[config.mk]
export PLATFORM = sky130hd
export DESIGN_NAME = axi4_stream_arb
export DESIGN_NICKNAME = d
export VERILOG_FILES = /design/src/rtl/axi4_stream_pkg.sv /design/src/rtl/axi4_stream_reg.sv /design/src/rtl/axi4_stream_arb.sv
export SDC_FILE = /design/constraint.sdc
export NUM_CORES = 1
export LEC_CHECK = 0
export BUFFER_PORTS_ARGS = -buffer_cell sky130_fd_sc_hd__buf_4
export CORE_AREA = 2 2 45 47
export CTS_CLUSTER_DIAMETER = 200
export DETAILED_ROUTE_END_ITERATION = 10
export DIE_AREA = 0 0 47 49
export PLACE_DENSITY = 0.76
export SLEW_MARGIN = 0
export SYNTH_ARGS = -nofsm -noshare
export SYNTH_HDL_FRONTEND = slang
export SYNTH_SLANG_ARGS = --single-unit
[constraint.sdc]
create_clock -name ACLK -period 1.4 [get_ports ACLK]
set_input_delay 0.21 -clock ACLK [delete_from_list [all_inputs] [get_ports ACLK]]
set_output_delay 0.21 -clock ACLK [all_outputs]
set_load 0.05 [all_outputs]
[src/rtl/axi4_stream_pkg.sv]
// Shared AXI4-Stream definitions: arbiter FSM states and the round-robin selector.
package axi4_stream_pkg;

   localparam int unsigned SN_MAX = 16;
   localparam int unsigned IDX_W  = $clog2(SN_MAX);

   typedef enum logic {
      StIdle,
      StLock
   } arb_state_e;

   // One-hot winner: first set bit of req after ptr, wrapping modulo sn.
   function automatic logic [SN_MAX-1:0] rr_sel(input logic [SN_MAX-1:0] req,
                                                input logic [IDX_W-1:0]  ptr,
                                                input int                sn);
      logic [SN_MAX-1:0] sel;
      logic [IDX_W:0]    idx;
      logic              found;
      sel   = '0;
      found = 1'b0;
      for (int i = 1; i <= int'(SN_MAX); i++) begin
         if (i <= sn) begin
            idx = {1'b0, ptr} + (IDX_W + 1)'(i);
            if (idx >= (IDX_W + 1)'(sn)) idx = idx - (IDX_W + 1)'(sn);
            if (!found && req[idx[IDX_W-1:0]]) begin
               sel[idx[IDX_W-1:0]] = 1'b1;
               found               = 1'b1;
            end
         end
      end
      return sel;
   endfunction

endpackage

[src/rtl/axi4_stream_reg.sv]
// Single-stage registered stream slice; upstream ready is passed through combinationally
// whenever the stage is empty or being drained.
module axi4_stream_reg
   import axi4_stream_pkg::*;
#(
   parameter int unsigned W = 8
) (
   input  logic         i_clk,
   input  logic         i_rst_n,
   input  logic         i_valid,
   input  logic [W-1:0] i_data,
   output logic         o_ready,
   output logic         o_valid,
   output logic [W-1:0] o_data,
   input  logic         i_ready
);

   logic         r_valid;
   logic [W-1:0] r_data;

   assign o_ready = ~r_valid | i_ready;
   assign o_valid = r_valid;
   assign o_data  = r_data;

   always_ff @(posedge i_clk or negedge i_rst_n) begin
      if (!i_rst_n) begin
         r_valid <= 1'b0;
         r_data  <= '0;
      end else if (i_valid && o_ready) begin
         r_valid <= 1'b1;
         r_data  <= i_data;
      end else if (i_ready) begin
         r_valid <= 1'b0;
      end
   end

endmodule

[src/rtl/axi4_stream_arb.sv]
// Packet-granular round-robin N:1 AXI4-Stream arbiter with a registered output stage.
module axi4_stream_arb
   import axi4_stream_pkg::*;
#(
   parameter int unsigned SN = 2,
   parameter int unsigned DN = 1,
   parameter int unsigned DW = 8
) (
   input  logic               ACLK,
   input  logic               ARESETn,
   input  logic [SN*DN*DW-1:0] sti_TDATA,
   input  logic [SN*DN-1:0]   sti_TKEEP,
   input  logic [SN-1:0]      sti_TLAST,
   input  logic [SN-1:0]      sti_TVALID,
   output logic [SN-1:0]      sti_TREADY,
   output logic [DN*DW-1:0]   sto_TDATA,
   output logic [DN-1:0]      sto_TKEEP,
   output logic               sto_TLAST,
   output logic               sto_TVALID,
   input  logic               sto_TREADY,
   input  logic [SN-1:0]      ctl_mask,
   output logic [SN-1:0]      sts_grant,
   output logic               sts_busy
);

   localparam int unsigned IW = $clog2(SN);
   localparam int unsigned BW = DN * DW;
   localparam int unsigned OW = BW + DN + 1;

   arb_state_e        r_state, w_state_nxt;
   logic [SN-1:0]     r_grant, w_grant_nxt;
   logic [IW-1:0]     r_ptr, w_ptr_nxt;

   logic [SN-1:0]     w_req, w_sel, w_hs;
   logic [IW-1:0]     w_sel_idx;
   logic [SN_MAX-1:0] w_req_ext, w_sel_ext;
   logic [IDX_W-1:0]  w_ptr_ext;
   logic              w_slot_rdy, w_xfer, w_xfer_last;
   logic [BW-1:0]     w_mux_data;
   logic [DN-1:0]     w_mux_keep;
   logic              w_mux_last;
   logic [OW-1:0]     w_out_data;

   assign w_req = sti_TVALID & ctl_mask;

   always_comb begin
      w_req_ext            = '0;
      w_req_ext[SN-1:0]    = w_req;
      w_ptr_ext            = '0;
      w_ptr_ext[IW-1:0]    = r_ptr;
   end

   assign w_sel_ext = rr_sel(w_req_ext, w_ptr_ext, int'(SN));
   assign w_sel     = w_sel_ext[SN-1:0];

   if (SN < SN_MAX) begin : g_sel_pad
      logic w_unused_sel;
      assign w_unused_sel = ^w_sel_ext[SN_MAX-1:SN];
   end

   always_comb begin
      w_sel_idx = '0;
      for (int i = 0; i < int'(SN); i++) begin
         if (w_sel[i]) w_sel_idx = IW'(i);
      end
   end

   // Only the granted source sees ready, and only when the output stage can take a beat.
   assign sti_TREADY  = r_grant & {SN{w_slot_rdy}};
   assign w_hs        = sti_TVALID & sti_TREADY;
   assign w_xfer      = |w_hs;
   assign w_xfer_last = |(w_hs & sti_TLAST);

   always_comb begin
      w_mux_data = '0;
      w_mux_keep = '0;
      w_mux_last = 1'b0;
      for (int s = 0; s < int'(SN); s++) begin
         if (r_grant[s]) begin
            w_mux_data = sti_TDATA[s*BW +: BW];
            w_mux_keep = sti_TKEEP[s*DN +: DN];
            w_mux_last = sti_TLAST[s];
         end
      end
   end

   always_comb begin
      w_state_nxt = r_state;
      w_grant_nxt = r_grant;
      w_ptr_nxt   = r_ptr;
      case (r_state)
         StIdle: begin
            if (|w_req) begin
               w_grant_nxt = w_sel;
               w_ptr_nxt   = w_sel_idx;
               w_state_nxt = StLock;
            end
         end
         StLock: begin
            // Re-arbitrate on the closing beat so back-to-back packets need no idle cycle.
            if (w_xfer_last) begin
               if (|w_req) begin
                  w_grant_nxt = w_sel;
                  w_ptr_nxt   = w_sel_idx;
               end else begin
                  w_grant_nxt = '0;
                  w_state_nxt = StIdle;
               end
            end
         end
         default: begin
            w_grant_nxt = '0;
            w_state_nxt = StIdle;
         end
      endcase
   end

   always_ff @(posedge ACLK or negedge ARESETn) begin
      if (!ARESETn) begin
         r_state <= StIdle;
         r_grant <= '0;
         r_ptr   <= IW'(SN - 1);
      end else begin
         r_state <= w_state_nxt;
         r_grant <= w_grant_nxt;
         r_ptr   <= w_ptr_nxt;
      end
   end

   assign sts_grant = r_grant;
   assign sts_busy  = (r_state == StLock);

   axi4_stream_reg #(
      .W(OW)
   ) u_out_reg (
      .i_clk   (ACLK),
      .i_rst_n (ARESETn),
      .i_valid (w_xfer),
      .i_data  ({w_mux_last, w_mux_keep, w_mux_data}),
      .o_ready (w_slot_rdy),
      .o_valid (sto_TVALID),
      .o_data  (w_out_data),
      .i_ready (sto_TREADY)
   );

   assign {sto_TLAST, sto_TKEEP, sto_TDATA} = w_out_data;

endmodule

==> results of run 1 <==
layer usage:
metal  GRT usage  vias to the layer above  wire length [um]
met5           0                        -                 0
li1            -                      379                 -
met2      0.3082                       36              1065
met4     0.06944                        0                42
met3     0.03704                        6               156
met1      0.2029                      355               795
Yosys cell counts:
library cell	instances	area share
dfrtp_1	14	0.48
nor2_1	13	0.066
a21oi_1	12	0.082
a22oi_1	9	0.092
nand2_1	6	0.031
buf_2	4	0.027
nand3_1	4	0.027
inv_1	3	0.015
nor2b_1	3	0.026
a32o_1	2	0.027
a21boi_1	1	0.010
a21oi_2	1	0.012
and2_1	1	0.0085
and2b_1	1	0.010
buf_4	1	0.010
dfstp_2	1	0.036
nand2b_1	1	0.0085
nand2b_2	1	0.012
o211ai_1	1	0.010
o21ai_0	1	0.0068
o21ai_1	1	0.0068
through the flow:
step | hold slack, ns | setup TNS [ns] | worst slack (ns)
final | 0.1927 | -0.01993 | -0.01993
after CTS | 0.1790 | -0.04357 | -0.03389
after floorplan | -0.08559 | -0.08171 | -0.04670
after global placement | 0.07023 | 0 | 0.1692
after global routing | 0.2039 | -0.1189 | -0.05779
after detailed placement | 0.07357 | 0 | 0.1254
final cells by class:
class / count / area, um^2 / area share
clock buffers: 3 / 22.52 / 0.01881
well taps: 27 / 33.78 / 0.02821
inverters: 3 / 11.26 / 0.009404
repair buffers: 49 / 385.4 / 0.3218
flip-flops and latches: 15 / 380.4 / 0.3177
clock inverters: 1 / 5.005 / 0.004180
multi-input cells: 58 / 359.1 / 0.2999
sequential cells by signal (all words and copies together), names as in the netlist:
register,flops
sts_grant,2
u_out_reg.o_valid,1
sts_busy,1
u_out_reg.o_data,10
r_ptr,1
power by group through the flow:
stage,combinational (mW),clock [mW],sequential [mW]
6_report,1.84,0.243,0.803
5_1_grt,1.95,0.261,0.825
2_1_floorplan,0.546,0,1.44
3_5_place_dp,1.72,0,0.808
3_3_place_gp,1.68,0,0.798
4_1_cts,1.77,0.247,0.800
worst min-delay path, delay by kind of cell:
kind,cells,cell delay [ns]
simple gates,2,0.14
buf+inv,1,0.08
logic make-up (layout without fill, tap and decap cells):
| logic type | after synthesis | count (layout) | synth area share |
|---|---|---|---|
| compound gates | 28 | 28 | 0.2466 |
| simple gates | 30 | 30 | 0.1888 |
| flops | 15 | 15 | 0.5119 |
| buf+inv | 8 | 56 | 0.05272 |
path summary, 6_finish.rpt:
| kind | from | endpoint | slack, ns | cells after the start |
|---|---|---|---|---|
| worst min register to register | r_ptr$_DFFE_PN1P_ | r_ptr$_DFFE_PN1P_ | 0.53 | 2 |
| max in group asynchronous | ARESETn | r_ptr$_DFFE_PN1P_ | 0.85 | 2 |
| worst min-delay path | ctl_mask[1] | sts_busy$_DFF_PN0_ | 0.19 | 3 |
| worst max register to register | u_out_reg.o_valid$_DFFE_PN0P_ | sts_grant[1]$_DFFE_PN0P_ | 0.05 | 5 |
| worst max-delay path | u_out_reg.o_valid$_DFFE_PN0P_ | sti_TREADY[0] | -0.02 | 3 |
| min in group asynchronous | ARESETn | u_out_reg.o_data[4]$_DFFE_PN0P_ | 0.32 | 2 |
repair_timing:
item,CTS,global route
gates resized for setup,4,8
setup buffers,1,0
hold endpoints to repair,15,0
hold buffers,1,0
gates cloned,0,1
endpoints found under the setup margin,2,11
==> results.py, run 1 <==
metrics = {
    "cells_and_area": {
        "finalNetCount": 157,
        "mostFrequentLayoutCells": "buf_4 (44), nor2_1 (12), a21oi_1 (11), dfrtp_1 (11), a22oi_1 (9)",
        "final_cell_count_no_fill": 156,
        "syn_to_final_growth_pct": 62.76,
        "design_area_mm2": 0.001197,
        "n_antenna_cell": 0,
        "final_core_utilization": 0.6501,
        "layout-drive-gt1-share": 0.4961,
        "n_fill_cell": 163,
        "layout_commonest_cell": "buf_4",
    },
    "setup_path": {
        "worstPathMaxFanout": 3,
        "endpoint_kind": "output pin",
        "cp_top_family": "flip-flops",
        "crit_arrival_ns": 1.21,
        "critPathSlowestCell": "dfrtp_2",
        "worstPathCellList": "and2b_2 > nor2b_2 > buf_6",
        "start_kind": "flip-flop",
        "cpPeakStageDelay_ns": 0.41,
        "crit_buf_inv": 1,
        "worstPathRequired_ns": 1.19,
        "path_class": "reg -> out",
    },
    "grt": {
        "grt_pass1_vias": 710,
        "grt-ovfl-total": 0,
        "grt_use_total": 0.1778,
        "antenna_found_initial": 0,
        "grt_pass1_wl_um": 2994,
        "grt_max_degree": 16,
    },
    "detailed_routing": {
        "via_per_inst": 4.974,
        "vias": 776,
        "drt_first_iter_violations": 8,
        "antenna_left": 0,
        "drtPass1Iterations": 4,
        "routed_wl_um": 2059,
        "drc_errors": 0,
        "wl_per_cell_um": 13.20,
    },
    "timing": {
        "period_needed_ns": 1.420,
        "tightest_slew_ns": 0.3513,
        "slew_violations": 0,
        "fmax_mhz": 704.3,
        "setup_viol": 1,
        "fin_ws_ns": -0.01993,
        "skew_ns": 0.003851,
        "hold_viol": 0,
        "max_slew_margin": 0.7658,
        "rsz0062_at_grt": "true",
        "finalCritPeriodShare": 1.014,
    },
    "clock_tree": {
        "clockBufferDepth": 2,
        "clkLatencyLatePin_ns": 0.28,
        "cts_made_buffers": 3,
        "htree_levels": 1,
        "path_clk_slew_ns": 0.09,
        "cts.sinks": 15,
        "tritoncts": "done",
        "cts-root-buf": "clkbuf_4",
    },
    "synthesis": {
        "synth-seq-cells": 15,
        "syn_area_um2": 735.7,
        "synthesis.instances": 81,
        "postSynthAreaPerCell_um2": 9.083,
        "yosys_warnings": 0,
        "synth_seq_area_share": 0.5119,
        "syn-num-nets": 108,
        "synth.distinct_cells": 21,
    },
    "pwr": {
        "comb_power_share": 0.637,
        "power.density_mw_per_mm2": 2408,
        "p_int_mw": 1.391,
        "p_sw_mw": 1.493,
        "power.share.clock": 0.084,
        "vdd_drop_max_mv": 0.9690,
        "pwr-share-seq": 0.278,
        "p_leak_nw": 0.5688,
        "p_sw_frac": 0.5177,
        "finalPower_mw": 2.883,
    },
    "min_path": {
        "hold_path_class": "in -> reg",
    },
    "placed_design": {
        "dpl_cell_area_mm2": 0.001101,
        "portBuffers": 42,
        "dp_hpwl_um": 1480,
        "placedCellCount": 149,
        "gp_congestion": 0.8239,
    },
    "floorplanning": {
        "start_util": 0.3995,
        "die_area_mm2": 0.002303,
        "die_x_um": 47,
        "rows": 16,
        "core_mm2": 0.001842,
        "die_h_um": 49,
        "ios": 43,
    },
    "flow_run": {
        "max-cap-violations": 0,
    },
    "run_status": {
        "status": "complete, but fails checks",
        "violations": "setup timing",
    },
}
(Power assumes the default switching activity.)
==> run 2: changes to the inputs <==
Settings changed: CELL_PAD_IN_SITES_DETAIL_PLACEMENT set to 1, CELL_PAD_IN_SITES_GLOBAL_PLACEMENT set to 1, CORE_AREA 2 2 45 47 to 2 2 54 56, DIE_AREA 0 0 47 49 to 0 0 56 58, PLACE_DENSITY 0.76 to not set, PLACE_DENSITY_LB_ADDON set to 0.08.
==> results.py, run 2 (synthesis results as in run 1) <==
metrics = {
    "detailed_routing": {
        "vias": 797,
        "wl_per_cell_um": 14.42,
        "drc_errors": 0,
        "via_per_inst": 4.950,
        "antenna_left": 0,
        "drtPass1Iterations": 4,
        "drt_first_iter_violations": 17,
        "routed_wl_um": 2322,
    },
    "floorplanning": {
        "ios": 43,
        "die_area_mm2": 0.003248,
        "die_h_um": 58,
        "rows": 19,
        "die_x_um": 56,
        "core_mm2": 0.002663,
        "start_util": 0.2763,
    },
    "grt": {
        "grt_pass1_vias": 778,
        "grt_max_degree": 21,
        "grt_use_total": 0.1402,
        "grt_pass1_wl_um": 3567,
        "grt-ovfl-total": 0,
        "antenna_found_initial": 0,
    },
    "cells_and_area": {
        "largest_reg_flops": 10,
        "design_area_mm2": 0.001199,
        "n_antenna_cell": 0,
        "multiInputGateArea_um2": 352.8,
        "regArea_um2": 380.4,
        "layout_commonest_cell": "buf_4",
        "mostFrequentLayoutCells": "buf_4 (46), nor2_1 (12), a21oi_1 (12), dfrtp_1 (11), a22oi_1 (9)",
        "finalNetCount": 158,
        "final_core_utilization": 0.4502,
        "n_fill_cell": 343,
        "layout-drive-gt1-share": 0.4923,
        "syn_to_final_growth_pct": 62.93,
    },
    "run_status": {
        "violations": "setup timing",
        "status": "complete, but fails checks",
    },
    "setup_path": {
        "rr_startpoint": "u_out_reg.o_valid$_DFFE_PN0P_",
        "crit_arrival_ns": 1.21,
        "path_class": "reg -> out",
        "startpoint": "u_out_reg.o_valid$_DFFE_PN0P_",
        "worstPathCellList": "and2b_2 > nor2b_2 > buf_6",
        "critPathSlowestCell": "dfrtp_2",
        "endpoint_kind": "output pin",
        "start_kind": "flip-flop",
        "worstPathRequired_ns": 1.19,
        "worstPathMaxFanout": 3,
        "crit_buf_inv": 1,
        "cp_top_family": "flip-flops",
        "cpPeakStageDelay_ns": 0.41,
    },
    "placed_design": {
        "portBuffers": 42,
        "gp_congestion": 0.7313,
        "dp_hpwl_um": 1659,
        "dpl_cell_area_mm2": 0.001091,
    },
    "timing": {
        "slew_violations": 0,
        "period_needed_ns": 1.415,
        "hold_viol": 0,
        "finalCritPeriodShare": 1.011,
        "fin_ws_ns": -0.01520,
        "fmax_mhz": 706.6,
        "timing.hold.ws_ns": 0.1900,
        "tightest_slew_ns": 0.3751,
        "max_slew_margin": 0.7500,
        "tns_ns": -0.01520,
        "rsz0062_at_grt": "true",
        "setup_viol": 1,
        "skew_ns": 0.001622,
    },
    "clock_tree": {
        "cts_made_buffers": 3,
        "tritoncts": "done",
        "path_clk_slew_ns": 0.09,
        "clockBufferDepth": 2,
        "htree_levels": 1,
        "clkLatencyLatePin_ns": 0.28,
        "cts-root-buf": "clkbuf_4",
        "cts.sinks": 15,
    },
    "min_path": {
        "hold_path_class": "in -> reg",
        "min_from": "ctl_mask[1]",
    },
    "flow_run": {
        "max-cap-violations": 0,
    },
    "pwr": {
        "finalPower_mw": 2.875,
        "power.density_mw_per_mm2": 2399,
        "p_leak_nw": 0.5679,
        "vdd_drop_max_mv": 1.024,
    },
}
run 2: timing repair:
item | in CTS | in global routing
resized for setup | 4 | 7
cloned | 0 | 1
endpoints found under the setup margin | 4 | 15
hold buffers | 1 | 0
buffers inserted | 1 | 3
hold endpoints to repair | 14 | 0
run 2: worst min-delay path: cells and delay by family:
family | cells | cell delay, ns
buffers and inverters | 1 | 0.08
and+or+nand+nor | 2 | 0.15
run 2: per-stage QoR:
step / std cells / setup WS, ns
after CTS: 157 / -0.02240
final: 161 / -0.01520
after global placement: 151 / 0.07049
after detailed placement: 151 / -0.02165
after floorplan: 81 / -0.04670
after global routing: 161 / -0.08037
run 2: cell type report:
| cell class | count | share of cell area |
|---|---|---|
| repair buffers | 50 | 0.3246 |
| flip-flops and latches | 15 | 0.3173 |
| multi-input cells | 58 | 0.2944 |
| well taps | 31 | 0.03236 |
| clock buffers | 4 | 0.02192 |
| inverters | 3 | 0.009395 |
run 2: routing by layer:
layer	routed length [um]	vias up	part of all wire	track usage
met2	1102	32	0.47	0.2471
li1	-	384	-	-
met3	179	4	0.077	0.03795
met5	0	-	0	0
met1	1011	377	0.44	0.1728
met4	28	0	0.012	0.03061
run 2: final timing paths:
kind                       slack (ns)                               to  depth (start not counted)
min in group asynchronous        0.32  u_out_reg.o_data[6]$_DFFE_PN0P_                          2
setup reg to reg                 0.06         sts_grant[1]$_DFFE_PN0P_                          5
hold reg to reg                  0.52                r_ptr$_DFFE_PN1P_                          2
setup / recovery                -0.02                    sti_TREADY[0]                          3
hold / removal                   0.19               sts_busy$_DFF_PN0_                          3
max in group asynchronous        0.83                r_ptr$_DFFE_PN1P_                          2
run 2: power breakdown:
group          switching [mW]  internal [mW]
Combinational            1.19          0.631
Clock                   0.142          0.110
Sequential              0.145          0.654
==> run 3: changes to the inputs <==
Clock period 1.4 ns to 1.61 ns, I/O delays scaled along.
==> results.py, run 3 (synthesis results as in run 1) <==
metrics = {
    "detailed_routing": {
        "vias": 766,
        "drt_first_iter_violations": 14,
        "via_per_inst": 4.910,
        "drtPass1Iterations": 4,
        "drc_errors": 0,
        "antenna_left": 0,
        "routed_wl_um": 2021,
        "wl_per_cell_um": 12.96,
    },
    "setup_path": {
        "cpPeakStageDelay_ns": 0.38,
        "worstPathCellList": "and2b_1 > nor2b_2 > buf_4",
        "path_class": "reg -> out",
        "cp_top_family": "flip-flops",
        "crit_arrival_ns": 1.21,
        "worstPathMaxFanout": 5,
        "endpoint_kind": "output pin",
        "start_kind": "flip-flop",
        "crit_buf_inv": 1,
        "worstPathRequired_ns": 1.37,
        "critPathSlowestCell": "dfrtp_1",
    },
    "floorplanning": {
        "core_mm2": 0.002663,
        "die_h_um": 58,
        "die_x_um": 56,
        "start_util": 0.2763,
        "die_area_mm2": 0.003248,
        "ios": 43,
        "rows": 19,
    },
    "timing": {
        "setup_viol": 0,
        "period_needed_ns": 1.447,
        "finalCritPeriodShare": 0.8985,
        "hold_viol": 0,
        "slew_violations": 0,
        "skew_ns": 0.002035,
        "fin_ws_ns": 0.1633,
        "rsz0062_at_grt": "false",
        "fmax_mhz": 691.3,
        "max_slew_margin": 0.6196,
        "tightest_slew_ns": 0.5694,
    },
    "clock_tree": {
        "tritoncts": "done",
        "cts.sinks": 15,
        "clockBufferDepth": 2,
        "htree_levels": 1,
        "path_clk_slew_ns": 0.09,
        "cts_made_buffers": 3,
        "clkLatencyLatePin_ns": 0.28,
        "cts_resized": 0,
        "cts-root-buf": "clkbuf_4",
    },
    "grt": {
        "antenna_found_initial": 0,
        "grt-ovfl-total": 0,
        "grt_pass1_wl_um": 3263,
        "grt_max_degree": 21,
        "grt_pass1_vias": 738,
        "grt_use_total": 0.1277,
    },
    "run_status": {
        "status": "finished clean",
    },
    "cells_and_area": {
        "layout_commonest_cell": "buf_4",
        "n_antenna_cell": 0,
        "largest_reg_flops": 10,
        "syn_to_final_growth_pct": 52.04,
        "layout-drive-gt1-share": 0.4160,
        "mostFrequentLayoutCells": "buf_4 (44), dfrtp_1 (14), nor2_1 (13), a21oi_1 (12), a22oi_1 (9)",
        "finalNetCount": 153,
    },
    "placed_design": {
        "dp_hpwl_um": 1540,
        "dp_slack_ns": 0.2138,
        "gp_congestion": 0.7335,
        "portBuffers": 42,
    },
    "pwr": {
        "finalPower_mw": 2.351,
        "p_leak_nw": 0.5394,
        "vdd_drop_max_mv": 0.9839,
        "power.density_mw_per_mm2": 2102,
    },
    "min_path": {
        "hold_path_class": "in -> reg",
    },
    "flow_run": {
        "max-cap-violations": 0,
    },
}
[run 3: cell types whose count changed in the layout (fill, tap and decap cells not counted), sizes merged]
cell and change:
buf -5
[run 3: where the power goes]
group / switching (mW) / internal [mW]
sequential: 0.115 / 0.563
clock: 0.121 / 0.0960
combinational: 0.989 / 0.467
total: 1.23 / 1.13
[run 3: cell type report]
class | instances | area, um^2
Fill cell | 330 | 1544
Sequential cell | 15 | 376.6
Multi-Input combinational cell | 58 | 325.3
Inverter | 3 | 11.26
Timing Repair Buffer | 45 | 340.3
Tap cell | 31 | 38.79
Clock buffer | 4 | 26.28
[run 3: what timing repair did]
item                                    CTS  global route
endpoints found under the setup margin    0             0
endpoints found under the hold margin    14             0
hold buffers                              1             0
setup buffers                             0             0
[run 3: final timing paths]
check                                               from                               to  slack [ns]  cells after the start
setup / recovery           u_out_reg.o_valid$_DFFE_PN0P_                    sti_TREADY[0]        0.16                      3
hold reg to reg                        r_ptr$_DFFE_PN1P_                r_ptr$_DFFE_PN1P_        0.51                      2
max in group asynchronous                        ARESETn                r_ptr$_DFFE_PN1P_        1.01                      2
setup reg to reg                sts_grant[0]$_DFFE_PN0P_  u_out_reg.o_data[7]$_DFFE_PN0P_        0.24                      3
min in group asynchronous                        ARESETn  u_out_reg.o_data[2]$_DFFE_PN0P_        0.35                      2
hold / removal                               ctl_mask[1]               sts_busy$_DFF_PN0_        0.21                      3
[run 3: metal layers]
layer | wire, um | track usage | up-vias
li1 | - | - | 371
met1 | 879 | 0.1552 | 367
met2 | 966 | 0.2134 | 26
met3 | 157 | 0.03125 | 2
met4 | 17 | 0.06122 | 0
met5 | 0 | 0 | -
[run 3: stage by stage]
step | TNS (ns) | cells | utilization | cell area, um^2 | hold WS, ns
finish | 0 | 156 | 0.4201 | 1119 | 0.2150
global route | 0 | 156 | 0.4201 | 1119 | 0.2507
CTS | 0 | 156 | 0.4201 | 1119 | 0.2083
detailed placement | 0 | 151 | 0.4065 | 1082 | 0.1157
global placement | 0 | 151 | 0.4065 | 1082 | 0.1146
floorplan | -0.1584 | 81 | - | 740.7 | -0.05409
[run 3: worst reg2reg max path: stages (launching register included)]
cell and delay, ns:
dfrtp_1 0.47, nor2b_1 0.52, a22oi_1 0.15, a21oi_1 0.17
